--- src/rtl/pipe_hazard_ctrl.sv ---
// pipe_hazard_ctrl: stall/flush sequencer for the 5-stage pipeline.
// Drives PC, IF/ID and ID/EX hold and bubble controls for three cases:
// load-use hazards, multi-cycle float/convolution ops in EX, and
// branch mispredict flushes. Also keeps two saturating perf counters.
//
// state       | meaning
// ------------+-----------------------------------------------------------
// ST_RUN      | normal issue; mispredict, fp start and load-use checked here
// ST_FP_WAIT  | multi-cycle op owns EX; whole front end held until done
// ST_RECOVER  | remaining flush cycles after an accepted mispredict
module pipe_hazard_ctrl #(
    parameter int FLUSH_CYCLES = 1,
    parameter int FP_TIMEOUT   = 64,
    parameter int CNT_W        = 16
) (
    input  logic             clk,
    input  logic             reset_n,
    input  logic [4:0]       if_id_register_rs1,
    input  logic [4:0]       if_id_register_rs2,
    input  logic             if_id_rs1_sel,
    input  logic             if_id_rs2_sel,
    input  logic             if_id_valid,
    input  logic             id_ex_memread,
    input  logic [4:0]       id_ex_register_rd,
    input  logic             id_ex_rd_sel,
    input  logic             ex_mispredict,
    input  logic             ex_fp_start,
    input  logic             fp_done,
    input  logic             cnt_clr,
    output logic             pc_stall,
    output logic             if_id_stall,
    output logic             id_ex_stall,
    output logic             if_id_flush,
    output logic             id_ex_flush,
    output logic             fp_timeout,
    output logic [CNT_W-1:0] stall_cycles,
    output logic [CNT_W-1:0] flush_events
);

    // Timeout counter only needs to reach FP_TIMEOUT-1.
    localparam int TMO_W = (FP_TIMEOUT > 1) ? $clog2(FP_TIMEOUT) : 1;
    localparam logic [TMO_W-1:0] TMO_LAST   = TMO_W'(FP_TIMEOUT - 1);
    localparam logic [2:0]       FLUSH_INIT = 3'(FLUSH_CYCLES - 1);
    localparam logic [CNT_W-1:0] CNT_MAX    = '1;

    typedef enum logic [1:0] {
        ST_RUN     = 2'd0,
        ST_FP_WAIT = 2'd1,
        ST_RECOVER = 2'd2
    } state_t;

    state_t           state;
    logic [TMO_W-1:0] tmo_cnt;
    logic [2:0]       flush_cnt;

    logic rs1_hit;
    logic rs2_hit;
    logic rd_real;
    logic lu;
    logic accept_mp;

    // Load-use detect; integer x0 is hardwired so it never creates a hazard,
    // but float f0 is an ordinary register.
    always_comb begin
        rs1_hit = (if_id_register_rs1 == id_ex_register_rd) && (if_id_rs1_sel == id_ex_rd_sel);
        rs2_hit = (if_id_register_rs2 == id_ex_register_rd) && (if_id_rs2_sel == id_ex_rd_sel);
        rd_real = id_ex_rd_sel || (id_ex_register_rd != 5'd0);
        lu      = if_id_valid && id_ex_memread && rd_real && (rs1_hit || rs2_hit);
    end

    assign accept_mp = (state == ST_RUN) && ex_mispredict;

    // Stall/flush outputs decoded from state and live inputs; all held low in reset.
    always_comb begin
        pc_stall    = 1'b0;
        if_id_stall = 1'b0;
        id_ex_stall = 1'b0;
        if_id_flush = 1'b0;
        id_ex_flush = 1'b0;
        if (reset_n) begin
            case (state)
                ST_RUN: begin
                    if (ex_mispredict) begin
                        if_id_flush = 1'b1;
                        id_ex_flush = 1'b1;
                    end else if (ex_fp_start) begin
                        pc_stall    = 1'b1;
                        if_id_stall = 1'b1;
                        id_ex_stall = 1'b1;
                    end else if (lu) begin
                        pc_stall    = 1'b1;
                        if_id_stall = 1'b1;
                        id_ex_flush = 1'b1;
                    end
                end
                ST_FP_WAIT: begin
                    pc_stall    = 1'b1;
                    if_id_stall = 1'b1;
                    id_ex_stall = 1'b1;
                end
                ST_RECOVER: begin
                    if_id_flush = 1'b1;
                    id_ex_flush = 1'b1;
                end
                default: begin
                    pc_stall = 1'b0;
                end
            endcase
        end
    end

    // Sequencer state, wait/flush counters and sticky timeout flag.
    always_ff @(posedge clk or negedge reset_n) begin
        if (!reset_n) begin
            state      <= ST_RUN;
            tmo_cnt    <= '0;
            flush_cnt  <= '0;
            fp_timeout <= 1'b0;
        end else begin
            case (state)
                ST_RUN: begin
                    if (ex_mispredict) begin
                        // A single-cycle flush is fully covered by this RUN cycle.
                        if (FLUSH_CYCLES > 1) begin
                            state     <= ST_RECOVER;
                            flush_cnt <= FLUSH_INIT;
                        end
                    end else if (ex_fp_start) begin
                        state   <= ST_FP_WAIT;
                        tmo_cnt <= '0;
                    end
                end
                ST_FP_WAIT: begin
                    if (fp_done) begin
                        state <= ST_RUN;
                    end else if (tmo_cnt == TMO_LAST) begin
                        fp_timeout <= 1'b1;
                        state      <= ST_RUN;
                    end else begin
                        tmo_cnt <= tmo_cnt + TMO_W'(1);
                    end
                end
                ST_RECOVER: begin
                    if (flush_cnt <= 3'd1) begin
                        state <= ST_RUN;
                    end else begin
                        flush_cnt <= flush_cnt - 3'd1;
                    end
                end
                default: begin
                    state <= ST_RUN;
                end
            endcase
        end
    end

    // Saturating perf counters; a clear wins over a same-cycle increment.
    always_ff @(posedge clk or negedge reset_n) begin
        if (!reset_n) begin
            stall_cycles <= '0;
            flush_events <= '0;
        end else if (cnt_clr) begin
            stall_cycles <= '0;
            flush_events <= '0;
        end else begin
            if (pc_stall && (stall_cycles != CNT_MAX)) begin
                stall_cycles <= stall_cycles + CNT_W'(1);
            end
            if (accept_mp && (flush_events != CNT_MAX)) begin
                flush_events <= flush_events + CNT_W'(1);
            end
        end
    end

endmodule

--- config.mk ---
export PLATFORM = sky130hd
export DESIGN_NAME = pipe_hazard_ctrl
export DESIGN_NICKNAME = d
export VERILOG_FILES = /design/src/rtl/pipe_hazard_ctrl.sv
export SDC_FILE = /design/constraint.sdc
export NUM_CORES = 1
export LEC_CHECK = 0
export CORE_ASPECT_RATIO = 0.5
export CORE_MARGIN = 2
export CORE_UTILIZATION = 45
export CTS_CLUSTER_SIZE = 14
export DETAILED_ROUTE_END_ITERATION = 10
export GPL_ROUTABILITY_DRIVEN = 1
export PLACE_DENSITY = 0.86
export SYNTH_ARGS = -nofsm -noshare
export SYNTH_HDL_FRONTEND = slang
export SYNTH_SLANG_ARGS = --single-unit
--- constraint.sdc ---
create_clock -name clk -period 1.9 [get_ports clk]
set_clock_uncertainty 0.1 [all_clocks]
set_input_delay 0.19 -clock clk [delete_from_list [all_inputs] [get_ports clk]]
set_output_delay 0.19 -clock clk [all_outputs]
set_load 0.02 [all_outputs]
* Word level (Yosys, flattened, before mapping)
Cells that the tools add are included.
Widths: inputs -> output; s select.
** Operators by class
- Add/sub/neg operators :: 4
- Order comparisons :: 1
- Equality and inequality tests :: 15
- Mux-type cells :: 31
- Bitwise operators :: 2
- Reductions and logical operators :: 19
** Operator list (number)
- $mux 16 :: 4
- $add 16x1->16 const B :: 2
- $ne 16x16->1 const B :: 2
- $mux 6 :: 4
- $mux 1 :: 12
- $pmux 6 s2 :: 1
- $eq 5x5->1 :: 2
- $mux 2 :: 5
- $ne 2x2->1 const B :: 5
- $logic_and 1x1->1 :: 8
- $pmux 1 s2 :: 4
- $add 6x1->6 const B :: 1
- $eq 6x6->1 const B :: 1
- $pmux 2 s3 :: 1
- $reduce_bool 2->1 :: 3
- $reduce_and 5->1 :: 1
- $reduce_bool 5->1 :: 1
- $reduce_and 4->1 :: 1
- $le 3x1->1 const B :: 1
- $ne 3x3->1 const B :: 1
- $reduce_and 3->1 :: 1
- $sub 3x1->3 const B :: 1
- $eq 1x1->1 :: 2
- $eq 2x1->1 const B :: 1
- other kinds (5) :: 7
** Word-level totals
- Flip-flop bits (word level) :: 44
- Bits of input ports :: 26
- Output and inout bits :: 38

* Longest topological paths before layout
- Depth in word-level cells :: 12
- Mapped depth :: 7
- Mapped depth without buffers :: 6

* Worst setup path before layout
No wires, ideal clock.
- Kind :: reg-to-reg
- Start :: register flush_events[0]
- End :: register flush_events[0]
- Library setup time :: 0.132 ns
- Arrival time :: 1.876 ns
- Required time :: 1.668 ns
- Slack :: -0.208 ns
- Stages on the path, launching flop included :: 8
- Clock period less this slack :: 2.108 ns
- Path through :: dfrtp_1 -> ha_1 -> nand3_1 -> nor4_1 -> buf_2 -> nor2_1 -> xnor2_1 -> nor2_1
** On the way
- Longest elaborated chain between the ends :: 3
- Elaborated cells between the ends (all ways) :: 6
** Ends and longest elaborated chain
- start: declaration :: line 37 : output logic [CNT_W-1:0] flush_events
- start signal: assignment :: line 170 : flush_events <= flush_events + CNT_W'(1);
- $add 16x1->16 or $ne 16x16->1 (tied branches) :: line 170, 169
- $mux 16 or $logic_and 1x1->1 (tied branches) :: line 169 : if (accept_mp && (flush_events != CNT_MAX)) begin
- $mux 16 or $reduce_bool 2->1 (tied branches)
Parallel ways exist; a longest one is shown, timed or not. The select of a mux whose other input is x is not followed.
A chain may end at the register's enable or synchronous reset.

* Final worst setup path
- Start :: register stall_cycles[3]
- End :: register stall_cycles[11]
** On the way
- Longest elaborated chain between the ends :: 3
- Elaborated cells between the ends (all ways) :: 6
** Ends and longest elaborated chain
- start: declaration :: line 36 : output logic [CNT_W-1:0] stall_cycles,
- start signal: assignment :: line 167 : stall_cycles <= stall_cycles + CNT_W'(1);
- $add 16x1->16 or $ne 16x16->1 (tied branches) :: line 167, 166
- $mux 16 or $logic_and 1x1->1 (tied branches) :: line 166 : if (pc_stall && (stall_cycles != CNT_MAX)) begin
- $mux 16 or $reduce_bool 2->1 (tied branches)
Parallel ways exist; a longest one is shown, timed or not. The select of a mux whose other input is x is not followed.

==> summary.txt <==
Cells and area
  • Area of the multi-input gates: between 0.0015 and 0.002 mm²
  • Design area: roughly 0.0042 mm²
  • Fillers: 276
  • Final Instance Count excl. Fillers: 473
  • Area added between synthesis and finish: 63.9%
  • Diode count: 0
  • Fraction of layout cells with a size suffix above 1: between 40% and 50%
  • Final #Nets: between 400 and 500
  • Most frequent cells in the layout: 69 x buf_4, 39 x clkdlybuf4s50_1, 35 x dfrtp_1
  • Register Area: 0.00101 mm²
  • Commonest non-fill, non-tap cell in the layout: buf_4

GRT
  • Largest net degree at the start of global routing: 41
  • Tot GR Track Use: 24.5%
  • First-pass GRT wire length: 12500 µm
  • Antenna violations before repair: 0
  • Congestion Overflow GR: 0
  • Number of global-route vias before repair: about 2600

Timing
  • Rel. slew slack: between 60% and 70%
  • Peak Freq: 0.454 GHz
  • Final hold viol count: 0
  • Unrepaired setup endpoints after global routing: yes
  • Fin. max-slew vios: 0
  • Minimum clock period: between 2 and 2.5 ns
  • Setup ws final: -0.304 ns
  • Worst-Margin Slew: approximately 0.53 ns
  • Crit share post-route: 116%
  • Setup TNS: -2.32 ns
  • Count of final setup violators: 16
  • Worst hold margin: 0.368 ns

Worst setup path
  • Crit-path max cell delay: approximately 0.53 ns
  • CP Buf/Inv Count: 2
  • Crit. End Element: flip-flop
  • Critical path type: flip-flop to flip-flop
  • Worst R2R Start: stall_cycles[3]$_DFFE_PN0P_
  • CP max-delay cell: or4_1
  • Worst Path Arrival: ~2.3 ns
  • Crit. Startpoint: stall_cycles[3]$_DFFE_PN0P_
  • WP data required: 1.98 ns
  • CP Cell Sequence: buf_4 > nand3_2 > nor3_4 > buf_6 > nand3_1 > or4_1 > a21oi_1
  • CP top delay family: simple AND/OR/NAND/NOR gates
  • Startpoint Class: flip-flop
  • CP Max Fanout: 4

Synth
  • Complex-gate fraction of the synthesized area: 9.39%
  • XOR/XNOR Fraction of Synth Area: about 10%
  • Simple-Gate Fraction of Synth Area: between 20% and 30%
  • Yosys reg bits: 40
  • Syn nets: approximately 300
  • Adder-Cell Fraction of Synth Area: ~1.5%
  • Main combinational cell family by area after synthesis: simple AND/OR/NAND/NOR gates
  • Syn Inst Count: between 200 and 300
  • Syn Area/Cell: around 9.6 µm²
  • Mux cell area share after synthesis: under 10%
  • Synth cell types: 50
  • Register area share after synthesis: between 30% and 40%
  • Mapped Area: approximately 0.0026 mm²
  • Synth warn: 0

Drt
  • DR DRC count: 0
  • Antenna-violating nets left: 0
  • Vias per cell: around 5.9
  • Detailed Route WL: between 9000 and 10000 µm
  • Iteration-0 DRC Markers: roughly 220
  • Vias: 2807
  • Routed len/inst: around 20 µm
  • Pre-antenna DRT Iters: 4

Power
  • Clock share of power: between 30% and 40%
  • Leak Pwr: roughly 0.0019 µW
  • Peak supply drop: approximately 0.36 mV
  • Seq pwr share: between 30% and 40%
  • Internal: 1630 µW
  • Comb power frac: 21.8%
  • PD cells: 543 mW/mm²
  • Sw frac: around 29%
  • Switching power: 650 µW

Clocking
  • Worst-path clk slew: 0.06 ns
  • CTS tree: yes
  • Root Driver: clkbuf_16
  • Num CTS Buffers: 5
  • Clk_lat worst skew: 0.28 ns
  • Clock Sinks: 40
  • H-tree levels: 2
  • Max Root-Sink Buffers: 2

Placed design
  • DP Area: roughly 0.0036 mm²
  • Post-place setup slack: -0.661 ns
  • Placed instance count: around 440
  • Port bufs: 63
  • Placed wire-length estimate: between 4000 and 5000 µm
  • GPL Wtd Cong: roughly 0.85

Floorplan
  • Num ports: 64
  • Rows: 19
  • Core area: 0.00549 mm²
  • Initial core utilization: 46.6%
  • Full die area: between 0.006 and 0.007 mm²
  • Die X: 111 µm
  • Die Height: between 50 and 60 µm

Status
  • Status: finished, violations left
  • Failing checks: setup timing

Hold path
  • Min-Delay Startpoint: fp_timeout$_DFFE_PN0P_
  • Worst hold path class: flip-flop to flip-flop

Run
  • Max cap viols: 0
==> kinds of logic (layout without fill, tap and decap cells) <==
group	count (synthesis)	after routing
mux	10	10
simple gates	132	132
flops	40	40
compound gates	35	36
xor+xnor	30	30
buf+inv	17	149
fa+ha+maj	3	3
==> power groups by stage <==
| stage | logic, µW | registers, µW | clock network [µW] |
|---|---|---|---|
| after CTS | 421 | 904 | 861 |
| final | 497 | 907 | 873 |
| after global routing | 525 | 908 | 919 |
| after floorplan | 202 | 923 | 0 |
| after global placement | 381 | 915 | 0 |
| after detailed placement | 394 | 918 | 0 |
==> registers in the layout (all words and copies together), names as in the netlist <==
name,flops
flush_events,16
stall_cycles,16
tmo_cnt,6
fp_timeout,1
state,1
==> cell type report <==
class,instances,share of cell area [%]
Clock buffer,6,3.31
Sequential cell,40,24.0
Timing Repair Buffer,137,28.6
Tap cell,73,2.18
Clock inverter,2,0.239
Inverter,4,0.358
Multi-Input combinational cell,211,41.3
==> cell usage after synthesis (all sizes together) <==
library cell,number,share of area (%)
nand4,11,2.7
a21oi,13,2.5
a22o,1,0.34
ha,3,1.5
or2,3,0.73
nand3,15,3.1
dlygate4sd3,1,0.39
o22ai,1,0.24
and3,5,1.2
or3,2,0.49
buf,8,3.3
nand2,19,2.8
o21ai,9,1.8
nor2b,7,1.8
inv,4,0.59
mux2,8,4.7
dfrtp,40,39
and2b,1,0.29
nor3b,4,1.8
nor3,11,2.7
mux2i,2,0.78
a41o,1,0.39
o211ai,1,0.83
nor4b,1,0.34
o221a,1,0.44
clkbuf,4,0.59
o31ai,6,1.8
nor4,8,2.2
o311a,1,0.83
or4,7,2.3
xnor2,26,8.9
a31oi,1,0.24
xor2,4,1.4
and4,3,1.1
nand2b,5,1.2
nor2,30,4.5
==> layer usage <==
| metal | track usage, % | share of wire (%) | routed length [µm] |
|---|---|---|---|
| met3 | 3.72 | 7.6 | 732 |
| met5 | 0 | 0 | 0 |
| met2 | 43.7 | 50 | 4870 |
| met1 | 30.9 | 39 | 3740 |
| met4 | 9.46 | 3.5 | 334 |
==> final timing paths <==
| path | to | slack (ns) | depth (start not counted) |
|---|---|---|---|
| max reg2reg | stall_cycles[11]$_DFFE_PN0P_ | -0.30 | 7 |
| max | stall_cycles[11]$_DFFE_PN0P_ | -0.30 | 7 |
| min reg2reg | fp_timeout$_DFFE_PN0P_ | 0.37 | 1 |
| min in group asynchronous | flush_events[2]$_DFFE_PN0P_ | 0.47 | 3 |
| max in group asynchronous | stall_cycles[6]$_DFFE_PN0P_ | 0.84 | 3 |
| min | fp_timeout$_DFFE_PN0P_ | 0.37 | 1 |
==> timing repair <==
item / in CTS / in global routing
hold buffers: 1 / 0
endpoints found under the hold margin: 40 / 0
resized for setup: 54 / 52
pin swaps: 15 / 33
setup buffers: 5 / 15
cloned: 0 / 2
endpoints found under the setup margin: 21 / 35
==> metrics by stage <==
| stage | power, µW | utilization, % |
|---|---|---|
| final | 2280 | 76.3 |
| after global routing | 2350 | 76.3 |
| after CTS | 2190 | 71.2 |
| after detailed placement | 1310 | 66.2 |
| after global placement | 1300 | 66.2 |
| after floorplan | 1120 | - |
(Power assumes the default switching activity.)
